$ cat config.mk
export PLATFORM = sky130hd
export DESIGN_NAME = bch_encoder
export DESIGN_NICKNAME = d
export VERILOG_FILES = /design/src/rtl/bch_pkg.sv /design/src/rtl/bch_parity_lfsr.sv /design/src/rtl/bch_encoder.sv
export SDC_FILE = /design/constraint.sdc
export NUM_CORES = 1
export LEC_CHECK = 0
export ABC_CLOCK_PERIOD_IN_PS = 2500
export BUFFER_PORTS_ARGS = -buffer_cell sky130_fd_sc_hd__buf_4
export CORE_MARGIN = 2
export CORE_UTILIZATION = 40
export DETAILED_ROUTE_END_ITERATION = 10
export RECOVER_POWER = 25
export SLEW_MARGIN = 30
export SYNTH_ARGS = -nofsm -noshare
export SYNTH_HDL_FRONTEND = slang
export SYNTH_SLANG_ARGS = --single-unit
$ cat constraint.sdc
create_clock -name clk -period 2.5 [get_ports clk]
set_input_delay 0.375 -clock clk [delete_from_list [all_inputs] [get_ports clk]]
set_output_delay 0.375 -clock clk [all_outputs]
set_load 0.01 [all_outputs]
$ cat src/rtl/bch_pkg.sv
// Shared constants and types for the BCH(63,51) t=2 codec over GF(2^6).
package bch_pkg;
    localparam int BCH_N      = 63;
    localparam int BCH_K      = 51;
    localparam int BCH_PARITY = 12;

    // g(x) = x^12 + x^10 + x^8 + x^5 + x^4 + x^3 + 1, x^12 implicit
    localparam logic [BCH_PARITY-1:0] BCH_GEN_POLY = 12'h539;
    localparam logic [6:0]            GF_PRIM_POLY = 7'h43;

    typedef logic [5:0]       gf6_t;
    typedef logic [BCH_K-1:0] bch_msg_t;
    typedef logic [BCH_N-1:0] bch_code_t;

    typedef enum logic [1:0] {
        ST_IDLE,
        ST_MSG,
        ST_PAR
    } enc_state_t;
endpackage

$ cat src/rtl/bch_parity_lfsr.sv
// Division-by-g(x) register; with feedback disabled it degrades to a plain
// left shift so the remainder can be streamed out MSB first.
module bch_parity_lfsr
    import bch_pkg::*;
(
    input  logic                  clk,
    input  logic                  rst_n,
    input  logic                  clear,
    input  logic                  shift_en,
    input  logic                  data_in,
    input  logic                  feedback_en,
    output logic [BCH_PARITY-1:0] parity
);
    logic [BCH_PARITY-1:0] parity_q, parity_d;
    logic                  fb;

    always_comb begin
        fb       = feedback_en & (data_in ^ parity_q[BCH_PARITY-1]);
        parity_d = parity_q;
        if (clear)
            parity_d = '0;
        else if (shift_en)
            parity_d = {parity_q[BCH_PARITY-2:0], 1'b0} ^ (fb ? BCH_GEN_POLY : '0);
    end

    always_ff @(posedge clk) begin
        if (!rst_n) parity_q <= '0;
        else        parity_q <= parity_d;
    end

    assign parity = parity_q;
endmodule

$ cat src/rtl/bch_encoder.sv
// Systematic BCH(63,51) encoder: takes a message word, streams the codeword
// MSB first over valid/ready, then presents the whole codeword in parallel.
module bch_encoder
    import bch_pkg::*;
(
    input  logic        clk,
    input  logic        rst_n,
    input  logic [50:0] in_data,
    input  logic        in_valid,
    output logic        in_ready,
    output logic        out_bit,
    output logic        out_valid,
    input  logic        out_ready,
    output logic        out_last,
    output logic [62:0] out_code,
    output logic        code_valid
);
    enc_state_t            state_q, state_d;
    bch_msg_t              msg_q, msg_d;
    logic [5:0]            cnt_q, cnt_d;
    logic [BCH_PARITY-2:0] par_sr_q, par_sr_d;
    bch_code_t             out_code_q, out_code_d;
    logic                  code_valid_q, code_valid_d;

    logic                  lfsr_clear, lfsr_shift, lfsr_fb_en;
    logic [BCH_PARITY-1:0] parity;

    bch_parity_lfsr u_lfsr (
        .clk         (clk),
        .rst_n       (rst_n),
        .clear       (lfsr_clear),
        .shift_en    (lfsr_shift),
        .data_in     (out_bit),
        .feedback_en (lfsr_fb_en),
        .parity      (parity)
    );

    always_comb begin
        state_d      = state_q;
        msg_d        = msg_q;
        cnt_d        = cnt_q;
        par_sr_d     = par_sr_q;
        out_code_d   = out_code_q;
        code_valid_d = 1'b0;
        lfsr_clear   = 1'b0;
        lfsr_shift   = 1'b0;
        lfsr_fb_en   = 1'b0;
        in_ready     = 1'b0;
        out_valid    = 1'b0;
        out_bit      = 1'b0;
        out_last     = 1'b0;
        case (state_q)
            ST_IDLE: begin
                in_ready = 1'b1;
                if (in_valid) begin
                    msg_d      = in_data;
                    lfsr_clear = 1'b1;
                    cnt_d      = '0;
                    state_d    = ST_MSG;
                end
            end
            ST_MSG: begin
                out_valid  = 1'b1;
                out_bit    = msg_q[BCH_K-1];
                lfsr_fb_en = 1'b1;
                if (out_ready) begin
                    lfsr_shift = 1'b1;
                    // Rotate rather than shift: after 51 beats the message is back intact.
                    msg_d = {msg_q[BCH_K-2:0], msg_q[BCH_K-1]};
                    if (cnt_q == 6'(BCH_K - 1)) begin
                        cnt_d   = '0;
                        state_d = ST_PAR;
                    end else begin
                        cnt_d = cnt_q + 6'd1;
                    end
                end
            end
            ST_PAR: begin
                out_valid = 1'b1;
                out_bit   = parity[BCH_PARITY-1];
                out_last  = (cnt_q == 6'(BCH_PARITY - 1));
                if (out_ready) begin
                    lfsr_shift = 1'b1;
                    par_sr_d   = {par_sr_q[BCH_PARITY-3:0], out_bit};
                    cnt_d      = cnt_q + 6'd1;
                    if (out_last) begin
                        cnt_d        = '0;
                        state_d      = ST_IDLE;
                        code_valid_d = 1'b1;
                        out_code_d   = {msg_q, par_sr_q, out_bit};
                    end
                end
            end
            default: state_d = ST_IDLE;
        endcase
    end

    always_ff @(posedge clk) begin
        if (!rst_n) begin
            state_q      <= ST_IDLE;
            msg_q        <= '0;
            cnt_q        <= '0;
            par_sr_q     <= '0;
            out_code_q   <= '0;
            code_valid_q <= 1'b0;
        end else begin
            state_q      <= state_d;
            msg_q        <= msg_d;
            cnt_q        <= cnt_d;
            par_sr_q     <= par_sr_d;
            out_code_q   <= out_code_d;
            code_valid_q <= code_valid_d;
        end
    end

    assign out_code   = out_code_q;
    assign code_valid = code_valid_q;
endmodule

* After elaboration in Yosys (flattened, before gate mapping)
Cells that the tools add are included.
Widths: inputs -> output; s select.
** Operators by class
- Bitwise gates (word level) :: 4
- Reduce and logical (&&, ||, !) cells :: 11
- Muxes and demuxes :: 26
- $add $sub $neg :: 1
- Equal/unequal tests :: 9
** Operators with widths (count)
- $mux 51 :: 2
- $pmux 51 s2 :: 1
- $mux 6 :: 5
- $pmux 6 s3 :: 1
- $xor 12x12->12 :: 1
- $mux 11 :: 1
- $mux 2 :: 5
- $ne 2x2->1 const B :: 5
- $mux 1 :: 9
- $reduce_and 3->1 :: 3
- $add 6x1->6 const B :: 1
- $eq 6x4->1 const B :: 1
- $eq 6x6->1 const B :: 1
- $pmux 2 s3 :: 1
- $reduce_and 5->1 :: 1
- $reduce_and 4->1 :: 1
- $reduce_or 2->1 :: 2
- $reduce_bool 3->1 :: 1
- $eq 2x1->1 const B :: 1
- $eq 2x2->1 const B :: 1
- $logic_not 2->1 :: 1
- $pmux 1 s2 :: 1
- $reduce_and 2->1 :: 1
- $reduce_bool 2->1 :: 1
- 3 further kinds :: 3
** Word-level totals
- Output and inout bits :: 68
- Input bits :: 55
- Register bits after elaboration :: 146
- Logic and storage cells :: 58

* Longest topological paths before layout
- Depth after elaboration :: 6
- Mapped depth :: 9
- Depth with buffers taken out :: 6

* Modules after synthesis
A second synthesis with hierarchy kept.
** Unflattened totals
- Cells, all modules :: 673
- Area, all modules :: 6139.6 um^2
** By module, submodules not included
- bch_encoder :: area each 5625.4 um^2, seq. area each 2682.6 um^2, times used 1, cells each 617
- bch_parity_lfsr :: area each 514.2 um^2, seq. area each 240.2 um^2, times used 1, cells each 56

* Worst setup path before layout
OpenSTA, ideal clock, no wires.
- Path type :: reg2reg
- From :: register state_q[0]
- To :: register cnt_q[1]
- Setup slack :: 0.508 ns
- Cell stages (with the launch flop) :: 7
- Path buffers :: 0
- Arrival time :: 1.844 ns
- Setup time :: 0.148 ns
- Required time :: 2.352 ns
- Clock period less this slack :: 1.992 ns
- Cell sequence :: dfxtp_1 > inv_1 > ha_1 > nor2b_1 > or3_4 > a211oi_1 > a211oi_1
** Between the ends
- Cells in the longest elaborated chain, start to end :: 3
- Elaborated cells between the ends (all ways) :: 9
- Those cells by class :: eq/ne: 5; mux: 1; reduce/logical: 3
** Ends and longest elaborated chain
- from (decl) :: RTL line bch_encoder.sv:18 : enc_state_t state_q, state_d;
- from (signal assigned) :: RTL line bch_encoder.sv:107 : state_q <= state_d;
- $eq 2x1->1 (tied with other cells) :: RTL line bch_encoder.sv:52 : case (state_q)
- $ne 2x2->1 (no source line) / $reduce_bool 3->1 (equally long branches)
- $reduce_and 4->1 (no source line)
- to (signal assigned) :: RTL line bch_encoder.sv:109 : cnt_q <= cnt_d;
- to (decl) :: RTL line bch_encoder.sv:20 : logic [5:0] cnt_q, cnt_d;
Parallel ways exist; a longest one is shown, timed or not.
A chain may end at the register's enable or synchronous reset.

* Worst setup path after layout
- From :: register state_q[1]
- To :: output out_bit
** Between the ends
- Cells in the longest elaborated chain, start to end :: 2
- Elaborated cells between the ends (all ways) :: 3
- Those cells by class :: eq/ne: 2; mux: 1
** Ends and longest elaborated chain
- $eq 2x2->1 / $eq 2x1->1 (equally long branches) :: RTL line bch_encoder.sv:52
- $pmux 1 s2 (*) :: RTL line bch_encoder.sv:52
- to (decl) :: RTL line bch_encoder.sv:11 : output logic out_bit,
Every way passes the cells marked *; elsewhere a longest branch is shown, timed or not.

==> results.json <==
{
  "status": "completed",
  "worstPathArrival_ns": 1.83,
  "cts_resized": 0,
  "grt_pass1_wl_mm": 23.66,
  "cts_buffer_depth": 2,
  "drtPass1Iterations": 5,
  "grt_overflow": 0,
  "drv_slew": 0,
  "crit_path_end_kind": "output pin",
  "core.rowCount": 45,
  "grt_pass1_vias": 4887,
  "cts_tree": "yes",
  "cts_hold_buffers": 0,
  "hold_ws_ns": 0.2781,
  "path_max_fanout": 19,
  "ys.flop_type": "dfxtp_1",
  "cp-start-kind": "register",
  "synthArstFlopShare_pct": 0,
  "fin_crit_sh_pct": 88.13,
  "drive_above_1_share_pct": 14.85,
  "dp_hpwl_mm": 9.188,
  "tightest_slew_ns": 0.6994,
  "synth_area_leader_cell": "dfxtp_1",
  "cts_root_buffer": "clkbuf_16",
  "wl_per_cell_microns": 14.19,
  "post_cts.repair.setup_buffers": 0,
  "yosysUniqueCellTypes": 38,
  "io_pins": 123,
  "synth_edf_count": 0,
  "hold_path_class": "input port to register",
  "vias": 5057,
  "crit_required_ns": 2.12,
  "die_area_sq_um": 16600,
  "synthTopCellsByArea": "dfxtp_1, nand2_1, mux2i_1",
  "dp.cells": 964,
  "area_delta_synth_final_pct": 23.89,
  "post-synth-top-area-fraction_pct": 46.89,
  "crit_type": "register to output pin",
  "htreeDepth": 4,
  "syn_area_sq_um": 6233,
  "cp-startpoint": "state_q[1]",
  "initial_core_util_pct": 41.00,
  "stdcell_count": 996,
  "grt_usage_pct": 17.81,
  "place.gp.congestion": 0.8098,
  "grt_start_max_net_pins": 103,
  "syn-num-nets": 756,
  "hp-start": "rst_n",
  "max-slew-margin-rel_pct": 53.37,
  "crit_buf_inv": 3,
  "p_leak_uw": 0.003324,
  "nets": 857,
  "synth_common_cells": "nand2_1, dfxtp_1, a21boi_0",
  "crit_family": "buffers and inverters",
  "ys_seq_area_share_pct": 46.89,
  "syn_avg_cell_area_sq_um": 8.982,
  "maxCapViolations": 0,
  "skew_ns": 0.008648,
  "crit_path_top_delay_cell": "dfxtp_1",
  "diodes": 0,
  "crit_chain": "inv_1 > ha_4 > buf_4 > a22oi_1 > nor2b_1 > buf_4",
  "yosysWarnings": 0,
  "path_clk_slew_ns": 0.06,
  "power_density_nw_per_um2": 1040,
  "rsz0062_at_grt": "false",
  "power_uw": 8034,
  "wl_mm": 14.13,
  "hold_violations": 0,
  "yosysMostFrequentCell": "nand2_1",
  "remaining_drc_errors": 0,
  "cts_made_buffers": 17,
  "setup_violations": 0,
  "synthCells": 694,
  "drt-initial-drc-count": 213,
  "r2r-start": "state_q[0]",
  "clock_latency_ns": 0.42,
  "vdd_drop_max_mv": 0.4959,
  "antenna_found_initial": 0,
  "port_buffers": 122,
  "final.setup.tns_ns": 0,
  "die_h_microns": 128.8,
  "cpPeakStageDelay_ns": 0.35,
  "numClockSinks": 146,
  "crit_top_cell": "buf_4",
  "max_freq_mhz": 453.9,
  "ys_ff_latch": 146,
  "core_sq_um": 15200,
  "ant_nets": 0,
  "fin_crit_ns": 2.203,
  "routed_via_density": 5.077,
  "die_x_microns": 128.8
}
-- state kept, by name, summed over array words and instances, names as in the netlist --
name / cells
out_code: 63
par_sr_q: 11
code_valid: 1
msg_q: 51
u_lfsr.parity: 12
cnt_q: 6
state_q: 2
-- final timing paths --
kind,endpoint,slack [ns],depth (start not counted)
max reg2reg,cnt_q[5],0.31,6
max,out_bit,0.30,6
min reg2reg,u_lfsr.parity[11],0.45,2
min,state_q[1],0.28,3
-- per-layer routing --
layer | vias to the layer above | global-route usage (%) | part of all wire, %
li1 | 2586 | - | -
met1 | 2347 | 21.06 | 45
met2 | 105 | 29.82 | 47
met3 | 19 | 6.736 | 6.5
met4 | 0 | 6.010 | 1.4
met5 | - | 0 | 0
-- logic make-up after synthesis --
logic type,share of synthesized area [%]
compound gates,19.85
xor+xnor,0.5620
fa+ha+maj,1.405
buf+inv,3.874
flops,46.89
mux,9.474
simple gates,17.95
-- placed cells by master, fill, tap and decap left out, types with 3 or more instances in the layout --
cell type,synthesis,routed
nand3_1,6,5
ha_1,7,6
nor3_1,4,4
inv_1,4,4
nor4_1,8,8
clkinvlp_4,0,3
buf_4,0,80
clkinv_2,0,3
o211a_1,51,51
inv_6,0,3
clkbuf_16,0,17
mux2i_1,59,59
xnor2_1,4,4
clkbuf_1,39,54
and4_1,3,3
nand2_1,224,224
bufinv_16,0,3
and3_1,6,5
a31oi_1,5,5
a21oi_1,9,9
and2_1,4,4
a21boi_0,75,75
nor2_1,7,6
dfxtp_1,146,146
-- through the flow --
stage          setup slack, ns  utilization, %  area [sq um]
2_1_floorplan           0.5075               -          6233
3_3_place_gp            0.4321           48.09          7311
6_report                0.2967           50.80          7722
3_5_place_dp            0.3291           48.09          7311
5_1_grt                 0.1867           50.80          7722
4_1_cts                 0.2448           52.11          7921
-- area by class of cell --
class                   count  area (sq um)
flip-flops and latches    146          2923
inverters                   5         18.77
repair buffers            135         839.6
well taps                 188         235.2
clock inverters            12         153.9
multi-input cells         490          3095
fillers                  1473          7480
clock buffers              20         456.7
-- worst register-to-register path: stages, from the launching register on --
cell and delay, ns:
dfxtp_1 0.44, inv_1 0.12, ha_1 0.25, nor2b_1 0.23, or3_4 0.41, or4_1 0.52, a21oi_1 0.15
-- report_power, final --
group	leakage (uW)	switching, uW	internal, uW
sequential	0.00119	347	2770
clock	0.000293	987	1630
combinational	0.00184	1270	1030
total	0.00332	2610	5430
Power figures use the tool's default switching activity.
